<file path="config.mk">
export PLATFORM = sky130hd
export DESIGN_NAME = div_mae_monitor
export DESIGN_NICKNAME = d
export VERILOG_FILES = /design/src/rtl/div_mae_monitor.sv
export SDC_FILE = /design/constraint.sdc
export NUM_CORES = 1
export LEC_CHECK = 0
export ABC_AREA = 1
export BUFFER_PORTS_ARGS = -buffer_cell sky130_fd_sc_hd__buf_2
export CORE_UTILIZATION = 52
export DETAILED_ROUTE_END_ITERATION = 6
export PLACE_DENSITY = 0.77
export SLEW_MARGIN = 20
export SYNTH_ARGS = -nofsm -noshare
export SYNTH_HDL_FRONTEND = slang
export SYNTH_SLANG_ARGS = --single-unit
</file>
<file path="constraint.sdc">
create_clock -name clk -period 3.7 [get_ports clk]
set_input_delay 0.37 -clock clk [delete_from_list [all_inputs] [get_ports clk]]
set_output_delay 0.37 -clock clk [all_outputs]
set_load 0.01 [all_outputs]
</file>
<file path="src/rtl/div_mae_monitor.sv">
// Error-metric stage for 16/8 approximate dividers: recomputes the exact quotient/remainder
// with an 8-step restoring divider and accumulates saturating MAE statistics.
//   state | meaning
//   IDLE  | ready for a sample; skip samples are posted straight from here
//   DIV   | one restoring-division step per cycle, 8 cycles
//   CMP   | register exact results and errors, update accumulators
module div_mae_monitor #(
    parameter int ACC_W  = 32,
    parameter int SKIP_W = 16
) (
    input  logic              clk,
    input  logic              rst,
    input  logic              clr,
    input  logic              in_valid,
    output logic              in_ready,
    input  logic [15:0]       n,
    input  logic [7:0]        d,
    input  logic [7:0]        q_apx,
    input  logic [7:0]        r_apx,
    output logic              res_valid,
    output logic              res_skip,
    output logic [7:0]        q_exact,
    output logic [7:0]        r_exact,
    output logic [7:0]        q_err,
    output logic [7:0]        r_err,
    output logic [7:0]        q_err_max,
    output logic [ACC_W-1:0]  q_err_sum,
    output logic [ACC_W-1:0]  r_err_sum,
    output logic [ACC_W-1:0]  err_cnt,
    output logic [ACC_W-1:0]  sample_cnt,
    output logic [SKIP_W-1:0] skip_cnt
);

    typedef enum logic [1:0] {IDLE, DIV, CMP} state_t;

    state_t      state, state_nxt;
    logic [7:0]  n_lo, d_r, qa_r, ra_r, q_acc;
    logic [8:0]  rem, rem_sh, rem_nxt;
    logic [2:0]  cnt;
    logic        accept, skip, q_bit;
    logic [7:0]  q_err_nxt, r_err_nxt;

    function automatic logic [ACC_W-1:0] sat_add(input logic [ACC_W-1:0] a, input logic [7:0] b);
        logic [ACC_W:0] s;
        s = {1'b0, a} + {{(ACC_W-7){1'b0}}, b};
        return s[ACC_W] ? {ACC_W{1'b1}} : s[ACC_W-1:0];
    endfunction

    assign accept = in_valid && in_ready;
    // Quotient fits in 8 bits only when the upper dividend byte is below the divisor
    assign skip   = (d == 8'd0) || (n[15:8] >= d);

    assign rem_sh  = {rem[7:0], n_lo[cnt]};
    assign q_bit   = (rem_sh >= {1'b0, d_r});
    assign rem_nxt = q_bit ? (rem_sh - {1'b0, d_r}) : rem_sh;

    assign q_err_nxt = (q_acc >= qa_r) ? (q_acc - qa_r) : (qa_r - q_acc);
    assign r_err_nxt = (rem[7:0] >= ra_r) ? (rem[7:0] - ra_r) : (ra_r - rem[7:0]);

    always_comb begin
        state_nxt = state;
        in_ready  = 1'b0;
        case (state)
            IDLE: begin
                in_ready = !rst;
                if (accept && !skip) state_nxt = DIV;
            end
            DIV:     if (cnt == 3'd0) state_nxt = CMP;
            CMP:     state_nxt = IDLE;
            default: state_nxt = IDLE;
        endcase
    end

    always_ff @(posedge clk) begin
        if (rst) begin
            state      <= IDLE;
            n_lo       <= '0;
            d_r        <= '0;
            qa_r       <= '0;
            ra_r       <= '0;
            q_acc      <= '0;
            rem        <= '0;
            cnt        <= '0;
            res_valid  <= 1'b0;
            res_skip   <= 1'b0;
            q_exact    <= '0;
            r_exact    <= '0;
            q_err      <= '0;
            r_err      <= '0;
            q_err_max  <= '0;
            q_err_sum  <= '0;
            r_err_sum  <= '0;
            err_cnt    <= '0;
            sample_cnt <= '0;
            skip_cnt   <= '0;
        end else begin
            state     <= state_nxt;
            res_valid <= 1'b0;
            res_skip  <= 1'b0;
            case (state)
                IDLE: if (accept) begin
                    if (skip) begin
                        res_valid <= 1'b1;
                        res_skip  <= 1'b1;
                        if (skip_cnt != {SKIP_W{1'b1}}) skip_cnt <= skip_cnt + 1'b1;
                    end else begin
                        n_lo  <= n[7:0];
                        d_r   <= d;
                        qa_r  <= q_apx;
                        ra_r  <= r_apx;
                        rem   <= {1'b0, n[15:8]};
                        q_acc <= '0;
                        cnt   <= 3'd7;
                    end
                end
                DIV: begin
                    rem   <= rem_nxt;
                    q_acc <= {q_acc[6:0], q_bit};
                    cnt   <= cnt - 3'd1;
                end
                CMP: begin
                    q_exact    <= q_acc;
                    r_exact    <= rem[7:0];
                    q_err      <= q_err_nxt;
                    r_err      <= r_err_nxt;
                    res_valid  <= 1'b1;
                    sample_cnt <= sat_add(sample_cnt, 8'd1);
                    q_err_sum  <= sat_add(q_err_sum, q_err_nxt);
                    r_err_sum  <= sat_add(r_err_sum, r_err_nxt);
                    if ((q_err_nxt != 8'd0) || (r_err_nxt != 8'd0)) err_cnt <= sat_add(err_cnt, 8'd1);
                    if (q_err_nxt > q_err_max) q_err_max <= q_err_nxt;
                end
                default: ;
            endcase
            // Clear wins over any same-cycle accumulator update
            if (clr) begin
                q_err_max  <= '0;
                q_err_sum  <= '0;
                r_err_sum  <= '0;
                err_cnt    <= '0;
                sample_cnt <= '0;
                skip_cnt   <= '0;
            end
        end
    end

endmodule

</file>
[Yosys cells after proc, flatten, opt, wreduce, memory -nomap -nowiden]
Index checks and enable logic that the tools add are counted.
Operators by class
  bitwise gates (word level): 2
  reductions and logical operators: 20
  add/subtract/negate cells: 11
  mux-type cells: 25
  magnitude comparators: 6
  eq/ne operators: 7
Operators by type and width (number)
  $mux W32: 4
  $add A32 B1 Y33 const B: 2
  $add A32 B8 Y33: 2
  $mux W8: 7
  $sub A8 B8 Y8: 5
  $pmux W8 S2: 2
  $ge A8 B8 Y1: 3
  $add A16 B1 Y16 const B: 1
  $ne A16 B16 Y1 const B: 1
  $reduce_bool A8 Y1: 2
  $ge A9 B8 Y1: 1
  $gt A8 B8 Y1: 1
  $logic_not A8 Y1: 1
  $ne A2 B2 Y1 const B: 4
  $mux W3: 2
  $pmux W3 S2: 1
  $reduce_and A2 Y1: 3
  $reduce_and A3 Y1: 2
  $lt A3 B4 Y1 const B: 1
  $mux W1: 4
  $mux W2: 2
  $pmux W2 S2: 1
  $reduce_and A4 Y1: 1
  $reduce_or A2 Y1: 2
  other kinds (12): 16
Word-level totals
  bits in registers: 239
  word-level logic and storage cells: 91
  output and inout bits: 187

[Longest topological paths before layout]
  depth after elaboration: 6
  depth in mapped cells: 28
  mapped depth without buffers: 27

[Worst setup path before layout]
OpenSTA, ideal clock, no wires.
  path kind: register -> register
  start: register rem[0]
  end: register r_err_sum[20]
  buffers on the path: 1
  arrival time: 3398 ps
  path slack: 186 ps
  cell stages (with the launch flop): 27
  setup time: 115 ps
  cell sequence: dfxtp_1 > inv_1 > ha_1 > inv_1 > fa_1 > nand3_2 > nand3_2 > nand2_1 > nand2_1 > nor2_2 > nand2_1 > nand2_1 > inv_1 > ha_1 > a21oi_1 > nand2_1 > a21boi_0 > o21ai_1 > nand2_1 > inv_1 > nand3_2 > inv_1 > nand2_1 > buf_2 > nand2_1 > o21ai_0 > inv_1
On the way
  longest elaborated chain between the ends: 4
  elaborated cells on any way between the ends: 6
RTL lines
  start, declared: line 38  | logic [8:0] rem, rem_sh, rem_nxt;
  start signal, assigned: line 111  | rem <= {1'b0, n[15:8]};
  start signal, assigned: line 117  | rem <= rem_nxt;
  $sub A8 B8 Y8 / $ge A8 B8 Y1 (equally long branches): line 58  | assign r_err_nxt = (rem[7:0] >= ra_r) ? (rem[7:0] - ra_r) : (ra_r - rem[7:0]);
  $mux W8 (*): line 58
  net r_err_nxt[3]: line 41  | logic [7:0] q_err_nxt, r_err_nxt;
  $add A32 B8 Y33 (*): line 45  | s = {1'b0, a} + {{(ACC_W-7){1'b0}}, b};
  $mux W32 (*): line 46  | return s[ACC_W] ? {ACC_W{1'b1}} : s[ACC_W-1:0];
  end signal, assigned: line 129  | r_err_sum <= sat_add(r_err_sum, r_err_nxt);
  end, declared: line 28  | output logic [ACC_W-1:0] r_err_sum,
The timed path passes the listed nets; every way through them passes the cells marked *.
A chain may end at the register's enable or synchronous reset.

[Worst setup path in the final report]
  start: register rem[0]
  end: register r_err_sum[19]
The elaborated chain is that of the path after synthesis.

==> summary.md <==
| Metric | Value |
|---|---|
| Status | `finished clean` |
| Min-Delay Endpoint | `n_lo[0]$_SDFFE_PP0P_` |
| LEAKAGE | `8.320 nW` |
| Vias in the first global route | `14190` |
| Drt pass-1 iters | `6` |
| Crit-path cells | `buf_4 > ha_1 > inv_1 > fa_1 > xnor2_1 > nand3_1 > nand2_1 > inv_1 > ha_2 > nand2_1 > o21ai_1 > nand3_1 > nand2_1 > nand2_1 > nand2_1 > nand2_2 > nor2_4 > nand2_1 > o21ai_0 > a31oi_1` |
| Vias per std cell | `5.349` |
| Share of layout cells above drive strength 1 | `0.1645` |
| Clock buffer count from CTS | `27` |
| Placed Cells incl. Taps | `2795` |
| Die Span Y | `169.9 µm` |
| Cell row count | `just over 60` |
| Worst-path fanout max | `5` |
| Final number of setup-violating endpoints | `0` |
| Total power | `between 0.007 and 0.008 W` |
| Setup CP Type | `reg -> reg` |
| Sequential fraction of the synthesis area | `0.3264` |
| Register-to-Register Path Depth | `20` |
| Area delta synth->final | `19.53%` |
| Reg-to-reg critical path endpoint | `r_err_sum[19]$_SDFFE_PP0P_` |
| Critical R2R Launch | `rem[0]$_SDFFE_PP0P_` |
| Worst slew margin | `0.3450` |
| CTS sink cnt | `239` |
| Crit path max-delay family | `simple AND/OR/NAND/NOR gates` |
| Post-Syn Instances | `2218` |
| Post-DP HPWL | `30750 µm` |
| Worst path max stage delay | `0.42 ns` |
| Worst Setup End Kind | `flip-flop` |
| Placer Congestion | `0.9387` |
| Worst setup SP type | `flip-flop` |
| Hold Path Class | `in -> reg` |
| Net count after synthesis | `between 2000 and 2500` |
| Period utilization | `0.9328` |
| Hold-fix buffers, CTS | `0` |
| Hold slack | `~0.052 ns` |
| Final cell count without fillers | `2852` |
| Vias after detailed routing | `15260` |
| Gr ovfl total | `0` |
| Hold Vio Cnt, Final | `0` |
| Worst Skew | `~0.013 ns` |
| Final WL | `41580 µm` |
| CTS tree | `done` |
| Unique masters post-synth | `42` |
| CP most frequent cell | `nand2_1` |
| #FFs+latches synth | `239` |
| Avg Inst Size Synth | `6.610 µm²` |
| YS warnings | `0` |
| Final ANT Viol Nets | `0` |
| Asr flop ratio synth | `0` |
| Hold Path Origin | `n[0]` |
| Cells on Worst Hold Path | `3` |
| Reg2reg setup slack | `0.25 ns` |
| Tmin final | `3.452 ns` |
| Core area | `27780 µm²` |
| Number of I/O pins | `231` |
| DRC viols | `0` |
| Horiz. Die Dim | `169.9 µm` |
| CP bufs+invs | `3` |
| Worst-margin pin slew | `0.9825 ns` |
| I/O Buffers | `230` |
| CP max-delay cell | `fa_1` |
| Switch Pwr | `between 0.002 and 0.003 W` |
| Peak supply drop | `334.8 µV` |
| Data required, critical path | `a little over 4 ns` |
| Initial antenna violation count | `0` |
| Max Fclk | `289.7 MHz` |
| Cell area power density | `427.5 nW/µm²` |
| Worst-path clk slew | `roughly 0.060 ns` |
| Main flop type after synthesis | `dfxtp_1` |
| CP Data Arrival Time | `3.84 ns` |
| Iteration-0 DRC Markers | `1010` |
| Fin nets | `2582` |
| WL per Instance | `~15 µm` |
| Flop pwr share | `0.359` |
| EDFF count, synth | `0` |
| Initial Util | `0.5277` |
| DIE AREA | `just under 30000 µm²` |
| Combinational share of power | `0.296` |
| Clock buffer depth | `3` |
| CTS root buffer | `clkbuf_16` |
| Cell area after synthesis | `14660 µm²` |
| Max Slew Vio Count | `0` |
| Fin util | `0.6307` |
| Diodes inserted | `0` |
| CTS HTree Levels | `1` |
| Int Pwr | `between 0.004 and 0.005 W` |
| # Max-Cap Violations | `0` |
| Clock Latency Late Sink | `0.54 ns` |
| Total GRT Usage | `0.2816` |
| Sw frac | `0.3339` |
| First-pass GRT wire length | `67780 µm` |
| Largest net degree at the start of global routing | `127` |
| Power share of the clock group | `0.345` |
-- flip-flops by register name (all words and copies together) (netlist names) --
signal and cells:
q_acc 8, q_err_max 8, ra_r 8, skip_cnt 16, rem 8, cnt 3, q_err 8, err_cnt 32
state 2, r_err_sum 32, d_r 8, r_err 8, res_valid 1, qa_r 8, n_lo 8, sample_cnt 32
q_err_sum 32, q_exact 8, r_exact 8, res_skip 1
-- cells by family after synthesis --
kind of cell | Yosys count | share of synthesized area
buf+inv | 398 | 0.1057
simple gates | 1015 | 0.2956
compound gates | 401 | 0.1491
fa+ha+maj | 82 | 0.07357
xor+xnor | 83 | 0.04959
flops | 239 | 0.3264
-- Yosys cell counts, types with 8 or more instances --
library cell / n / area (µm²)
dfxtp_1: 239 / 4785
o211ai_1: 21 / 157.7
buf_2: 9 / 45.04
nor3_1: 56 / 280.3
nor4_1: 13 / 81.33
a21oi_1: 189 / 945.9
nand4_1: 57 / 356.6
clkbuf_1: 44 / 165.2
o21ai_0: 136 / 680.7
o221ai_1: 8 / 70.07
xnor2_1: 27 / 236.5
nor2_1: 216 / 810.8
nand3_1: 128 / 640.6
inv_1: 319 / 1197
ha_1: 75 / 938.4
nand2_1: 515 / 1933
a31oi_1: 13 / 81.33
buf_1: 11 / 41.29
xor2_1: 56 / 490.5
-- layout by cell type, fill, tap and decap left out, types with 14 or more instances in the layout --
master / Yosys / final
o211ai_1: 21 / 21
nand3_1: 128 / 124
xor2_1: 56 / 56
nor2_1: 216 / 212
clkbuf_16: 0 / 27
o21ai_0: 136 / 127
nand2_1: 515 / 500
xnor2_1: 27 / 27
dfxtp_1: 239 / 238
nand2_2: 4 / 18
nand4_1: 57 / 57
nor3_1: 56 / 56
o21ai_1: 7 / 14
buf_4: 2 / 44
inv_1: 319 / 312
a21oi_1: 189 / 185
buf_2: 9 / 231
ha_1: 75 / 60
-- power by group through the flow --
stage	logic (W)	clock network, W	registers (W)
floorplan	0.00140	0	0.00274
global placement	0.00194	0	0.00274
detailed placement	0.00197	0	0.00274
CTS	0.00199	0.00262	0.00269
global route	0.00248	0.00273	0.00270
finish	0.00222	0.00258	0.00269
-- worst register-to-register path: stages (launching register included) --
cell and delay [ns]:
dfxtp_1 0.32, buf_4 0.13, ha_1 0.13, inv_1 0.07, fa_1 0.42, xnor2_1 0.20
nand3_1 0.09, nand2_1 0.15, inv_1 0.07, ha_2 0.38, nand2_1 0.07, o21ai_1 0.17
nand3_1 0.10, nand2_1 0.12, nand2_1 0.11, nand2_1 0.09, nand2_2 0.10, nor2_4 0.18
nand2_1 0.11, o21ai_0 0.19, a31oi_1 0.09
-- cell type report --
cell class                      count  area (µm²)
Sequential cell                   239        4786
Clock inverter                      4       26.28
Timing Repair Buffer              280        1560
Clock buffer                       43       825.8
Fill cell                        2585       10260
Tap cell                          378       473.0
Inverter                          327        1230
Multi-Input combinational cell   1581        8622
-- routing by layer --
metal	wire (µm)	share of wire	global-route usage
met4	1248	0.030	0.09362
met3	2410	0.058	0.03605
met2	19290	0.46	0.4734
met1	18630	0.45	0.3718
met5	0	0	0
-- how the worst max path moves through the flow --
stage                                     from                          to  slack, ns  cells past startpoint
after CTS                 qa_r[3]$_SDFFE_PP0P_  q_err_sum[30]$_SDFFE_PP0P_       0.01                     25
after floorplan            rem[0]$_SDFFE_PP0P_  r_err_sum[20]$_SDFFE_PP0P_       0.19                     26
after global routing       rem[0]$_SDFFE_PP0P_  r_err_sum[24]$_SDFFE_PP0P_      -0.05                     22
final                      rem[0]$_SDFFE_PP0P_  r_err_sum[19]$_SDFFE_PP0P_       0.25                     20
after detailed placement   rem[0]$_SDFFE_PP0P_  r_err_sum[27]$_SDFFE_PP0P_      -0.07                     26
after global placement     rem[0]$_SDFFE_PP0P_  r_err_sum[21]$_SDFFE_PP0P_       0.06                     26
-- stage by stage --
step / cell area, µm² / setup TNS [ns] / setup WS, ns
after detailed placement: 16300 / -0.4031 / -0.06739
after global placement: 16300 / 0 / 0.06421
after CTS: 17160 / 0 / 0.01035
after floorplan: 14660 / 0 / 0.1862
after global routing: 17520 / -0.4829 / -0.05000
final: 17520 / 0 / 0.2485
-- what timing repair did --
item,CTS,global route
pin swaps,0,11
endpoints found under the setup margin,9,71
resized for setup,3,79
gates cloned,0,2
setup buffers,0,8
No activity file was read; power rests on OpenSTA's default activity.
